$ cat config.mk
export PLATFORM = sky130hd
export DESIGN_NAME = dmem_arbiter
export DESIGN_NICKNAME = d
export VERILOG_FILES = /design/src/rtl/dmem_arbiter.sv
export SDC_FILE = /design/constraint.sdc
export NUM_CORES = 1
export LEC_CHECK = 0
export ABC_CLOCK_PERIOD_IN_PS = 2900
export CORE_AREA = 5 5 108 110
export CTS_CLUSTER_DIAMETER = 100
export DETAILED_ROUTE_END_ITERATION = 10
export DIE_AREA = 0 0 113 115
export PLACE_DENSITY_LB_ADDON = 0.2
export SLEW_MARGIN = 30
export SYNTH_ARGS = -nofsm -noshare
export SYNTH_HDL_FRONTEND = slang
export SYNTH_SLANG_ARGS = --single-unit
$ cat constraint.sdc
create_clock -name clk -period 2.9 [get_ports clk]
set_clock_uncertainty 0.2 [all_clocks]
set_input_delay 0.58 -clock clk [delete_from_list [all_inputs] [get_ports clk]]
set_output_delay 0.58 -clock clk [all_outputs]
set_load 0.01 [all_outputs]
$ cat src/rtl/dmem_arbiter.sv
// rtl/dmem_arbiter.sv - round-robin data-memory arbiter between CPU and debug ports
// Adds a debug lock mode with forced release, and routes read responses back to the issuer.
module dmem_arbiter #(
    parameter int ADDR_W       = 32,
    parameter int DATA_W       = 32,
    parameter int READ_LATENCY = 1,
    parameter int MAX_LOCK     = 64
) (
    input  logic                clk,
    input  logic                rst,
    input  logic                cpu_req,
    input  logic                cpu_we,
    input  logic [ADDR_W-1:0]   cpu_addr,
    input  logic [DATA_W-1:0]   cpu_wdata,
    input  logic [DATA_W/8-1:0] cpu_be,
    output logic                cpu_gnt,
    output logic                cpu_rvalid,
    input  logic                dbg_req,
    input  logic                dbg_we,
    input  logic [ADDR_W-1:0]   dbg_addr,
    input  logic [DATA_W-1:0]   dbg_wdata,
    input  logic [DATA_W/8-1:0] dbg_be,
    input  logic                dbg_lock,
    output logic                dbg_gnt,
    output logic                dbg_rvalid,
    output logic [DATA_W-1:0]   rdata,
    output logic                mem_en,
    output logic                mem_we,
    output logic [ADDR_W-1:0]   mem_addr,
    output logic [DATA_W-1:0]   mem_wdata,
    output logic [DATA_W/8-1:0] mem_be,
    input  logic [DATA_W-1:0]   mem_rdata,
    output logic                lock_active
);

    localparam int BE_W  = DATA_W / 8;
    localparam int CNT_W = $clog2(MAX_LOCK) + 1;
    // LOCKED leaves for FORCE on the edge where the counter would reach MAX_LOCK-1
    localparam logic [CNT_W-1:0] LOCK_LAST = CNT_W'((MAX_LOCK > 1) ? (MAX_LOCK - 2) : 0);

    typedef enum logic [1:0] {
        ST_ARB    = 2'd0,
        ST_LOCKED = 2'd1,
        ST_FORCE  = 2'd2
    } state_e;

    state_e                  state_q;
    logic                    last_dbg_q;
    logic [CNT_W-1:0]        cnt_q;
    logic [READ_LATENCY-1:0] cpu_tag_q;
    logic [READ_LATENCY-1:0] dbg_tag_q;

    always_comb begin
        cpu_gnt = 1'b0;
        dbg_gnt = 1'b0;
        if (!rst) begin
            case (state_q)
                ST_ARB: begin
                    if (cpu_req && dbg_req) begin
                        cpu_gnt = last_dbg_q;
                        dbg_gnt = !last_dbg_q;
                    end else begin
                        cpu_gnt = cpu_req;
                        dbg_gnt = dbg_req;
                    end
                end
                ST_LOCKED: dbg_gnt = dbg_req;
                ST_FORCE:  cpu_gnt = cpu_req;
                default: ;
            endcase
        end
    end

    always_comb begin
        mem_en    = cpu_gnt | dbg_gnt;
        mem_we    = 1'b0;
        mem_addr  = '0;
        mem_wdata = '0;
        mem_be    = '0;
        if (cpu_gnt) begin
            mem_we    = cpu_we;
            mem_addr  = cpu_addr;
            mem_wdata = cpu_wdata;
            mem_be    = cpu_be;
        end else if (dbg_gnt) begin
            mem_we    = dbg_we;
            mem_addr  = dbg_addr;
            mem_wdata = dbg_wdata;
            mem_be    = dbg_be;
        end
    end

    always_ff @(posedge clk) begin
        if (rst) begin
            state_q    <= ST_ARB;
            last_dbg_q <= 1'b1;
            cnt_q      <= '0;
        end else begin
            case (state_q)
                ST_ARB: begin
                    if (cpu_gnt) begin
                        last_dbg_q <= 1'b0;
                    end else if (dbg_gnt) begin
                        last_dbg_q <= 1'b1;
                    end
                    if (dbg_gnt && dbg_lock) begin
                        state_q <= ST_LOCKED;
                        cnt_q   <= '0;
                    end
                end
                ST_LOCKED: begin
                    cnt_q <= cnt_q + 1'b1;
                    if (cnt_q >= LOCK_LAST) begin
                        state_q <= ST_FORCE;
                    end else if (!dbg_lock) begin
                        state_q    <= ST_ARB;
                        last_dbg_q <= 1'b1;
                    end
                end
                ST_FORCE: begin
                    if (cpu_gnt) begin
                        last_dbg_q <= 1'b0;
                    end
                    state_q <= ST_ARB;
                end
                default: state_q <= ST_ARB;
            endcase
        end
    end

    // One-hot owner tags travel alongside the memory's fixed read latency
    always_ff @(posedge clk) begin
        if (rst) begin
            cpu_tag_q <= '0;
            dbg_tag_q <= '0;
        end else begin
            for (int i = READ_LATENCY - 1; i > 0; i--) begin
                cpu_tag_q[i] <= cpu_tag_q[i-1];
                dbg_tag_q[i] <= dbg_tag_q[i-1];
            end
            cpu_tag_q[0] <= cpu_gnt && !cpu_we;
            dbg_tag_q[0] <= dbg_gnt && !dbg_we;
        end
    end

    always_comb begin
        cpu_rvalid  = !rst && cpu_tag_q[READ_LATENCY-1];
        dbg_rvalid  = !rst && dbg_tag_q[READ_LATENCY-1];
        rdata       = (cpu_rvalid || dbg_rvalid) ? mem_rdata : '0;
        lock_active = !rst && (state_q == ST_LOCKED);
    end

    logic unused_ok;
    assign unused_ok = &{1'b0, BE_W[0]};

endmodule
==> metrics <==
max cap viols 0; Clock transition at path regs 0.05 ns; main combinational cell family by area after synthesis compound AO/OA/AOI/OAI gates; Final GP Congestion 0.841; Syn Inst Count 211; Final WS setup -0.0752 ns; post-synthesis simple-gate area fraction 23.1%; synthesized area 1680 um2; xor/xnor share of the synthesized area 1.05%; Pwr Total 0.00166 W; Hold Vio Cnt, Final 0; Pint 0.00106 W; Area growth, synth to finish 199%; chip height 115 um; worst hold path class flop to flop; DR WL/cell 19.6 um; largest net degree at the start of global routing 27; final instance area 5000 um2; CP arrival 2.20 ns; Compound-Gate Fraction of Synth Area 46.2%; top_reg_cell synth dfxtp_1; I/O pins 282; sequential share of the synthesized area 14.3%; clock share of power 10.9%; total number of vias 2889; RSZ-0062 raised after global routing true; H-tree depth 1; Reg power frac 11.4%; run status complete, but fails checks; switching power 0.000596 W; Crit. End Element primary output; adder-cell share of the synthesized area 5.23%; Nets 695; Post-Syn Nets 393; IO Port Bufs 281; Lkg Pwr 2.08 nW; Cell Rows 38; Final period util 103%; via/cell ratio 4.43; total CTS buffers 3; CTS tree yes; startpoint types input pin; smallest hold slack 0.293 ns; cell area after placement 4820 um2; layout cell share with drive strength beyond 1 21.3%; sw frac 35.9%; Worst-Skew Late Latency 0.24 ns; synth unique cells 38; initial antenna violation count 0; First-pass DRT Iterations 4; iteration-0 DRC count of the detailed router 104; Slew Limit Fails 0; Core Util, Final 47.2%; Yosys top cell by area a22o_1; clk root buf clkbuf_8; Power Dens Cells 332 nW/um2; Post-synth EDFFs 0; Die ar. 13000 um2; hold_buf cts 0; Detailed Place HPWL 10.4 mm; GRT overflow 0; flops & latches, synth 12; Yosys warnings 0; DRT antenna net count 0; vias in the first global route 2930; global-route wire length before repair 17.8 mm; top-area cell type share of the netlist area 36.1%; critical path peak fanout 11; Post-Place Setup Slack -0.712 ns; FMAX 336 MHz; Initial Util 15.8%; Peak VDD IR 0.306 mV; most area-consuming cells after synthesis a22o_1 (36%), dfxtp_1 (14%), nor2b_1 (13%); # diodes 0; Mapped Avg Cell Area 7.94 um2; WL final 12.7 mm; Worst-Margin Slew 0.387 ns; failing checks negative setup slack; DRC violations left 0; maximum clock insertion buffer count 2; min Tclk post-route 2.98 ns; critical path type input pin to primary output; asr flop ratio synth 0%; max_slew headroom 74.2%; Worst Path Required 2.12 ns; Die W 113 um; CTS Sinks 12; Core ar. 10600 um2; Logic pwr share 77.7%; Total GRT Usage 17.4%; endpoints failing setup 31; mux cell area share after synthesis 1.79%
per-stage QoR:
step / setup TNS, ns / cells
floorplan: 0 / 211
global placement: -63.91 / 637
detailed placement: -55.62 / 637
CTS: 0 / 649
global route: -4.13 / 652
finish: -0.734 / 652
state kept, by name (all words and copies together), names as in the netlist:
name	flops
cnt_q	7
state_q	2
cpu_tag_q	1
dbg_tag_q	1
last_dbg_q	1
layout by cell type, fill, tap and decap left out, types with 4 or more instances in the layout:
master,count
clkbuf_8,4
a21oi_1,4
dfxtp_1,11
nand2_1,4
buf_4,21
a22o_1,66
nor2_1,10
buf_12,7
clkbuf_2,13
clkdlybuf4s50_1,207
ha_1,5
clkdlybuf4s15_1,17
buf_2,24
inv_1,7
dlygate4sd2_1,4
o21ai_0,5
clkdlybuf4s15_2,13
nor2b_1,34
power groups by stage:
stage	clock network (W)	logic, W	registers (W)
floorplan	0	0.000481	0.000189
global placement	0	0.00126	0.000189
detailed placement	0	0.00127	0.000189
CTS	0.000186	0.00128	0.000187
global route	0.000199	0.00138	0.000191
finish	0.000181	0.00129	0.000188
worst max-delay path: stages:
cell and delay (ns):
dlygate4sd2_1 0.27, buf_4 0.14, a21boi_2 0.16, o21ai_2 0.10, nor2_4 0.29, clkbuf_16 0.23, a22o_1 0.17, clkdlybuf4s15_2 0.24
final timing paths:
kind	startpoint	end	slack, ns	cells past startpoint
worst max-delay path	cpu_req	mem_wdata[6]	-0.08	8
worst min register to register	cnt_q[5]	cnt_q[5]	0.29	2
worst min-delay path	cnt_q[5]	cnt_q[5]	0.29	2
worst max register to register	state_q[1]	last_dbg_q	0.84	7
synthesized netlist by cell type (2+ instances only):
master and number:
buf_6 2, a22o_1 69, o21ai_0 5, nor2_1 11
inv_1 8, mux2i_1 3, ha_1 7, nand2b_1 3
nand2_1 4, a21oi_1 4, dfxtp_1 12, clkbuf_1 6
buf_2 12, xor2_1 2, nor2b_1 36, o221ai_1 2
o31ai_1 2, or3_1 3
routing by layer:
metal,up-vias,GRT usage [%],wire [um]
li1,1413,-,-
met1,1311,21.3,5040
met2,138,30.6,6300
met3,27,3.47,981
met4,0,5.93,426
met5,-,0,0
repair_timing:
item / in CTS / in global routing
endpoints found under the setup margin: 104 / 68
endpoints found under the hold margin: 0 / 0
pin swaps: 6 / 1
gates cloned: 4 / 3
setup buffers: 4 / 1
gates resized for setup: 222 / 24
cells by family after synthesis:
kind of cell,Yosys count
compound gates,93
simple gates,65
buf+inv,29
flops,12
fa+ha+maj,7
mux,3
xor+xnor,2
area by class of cell:
| cell class | count | area (um2) |
|---|---|---|
| Clock buffer | 4 | 55.1 |
| Fill cell | 1055 | 5600 |
| Inverter | 9 | 38.8 |
| Multi-Input combinational cell | 171 | 1380 |
| Sequential cell | 12 | 241 |
| Tap cell | 140 | 175 |
| Timing Repair Buffer | 316 | 3110 |
Note: power is estimated with default switching activity, not from simulation.
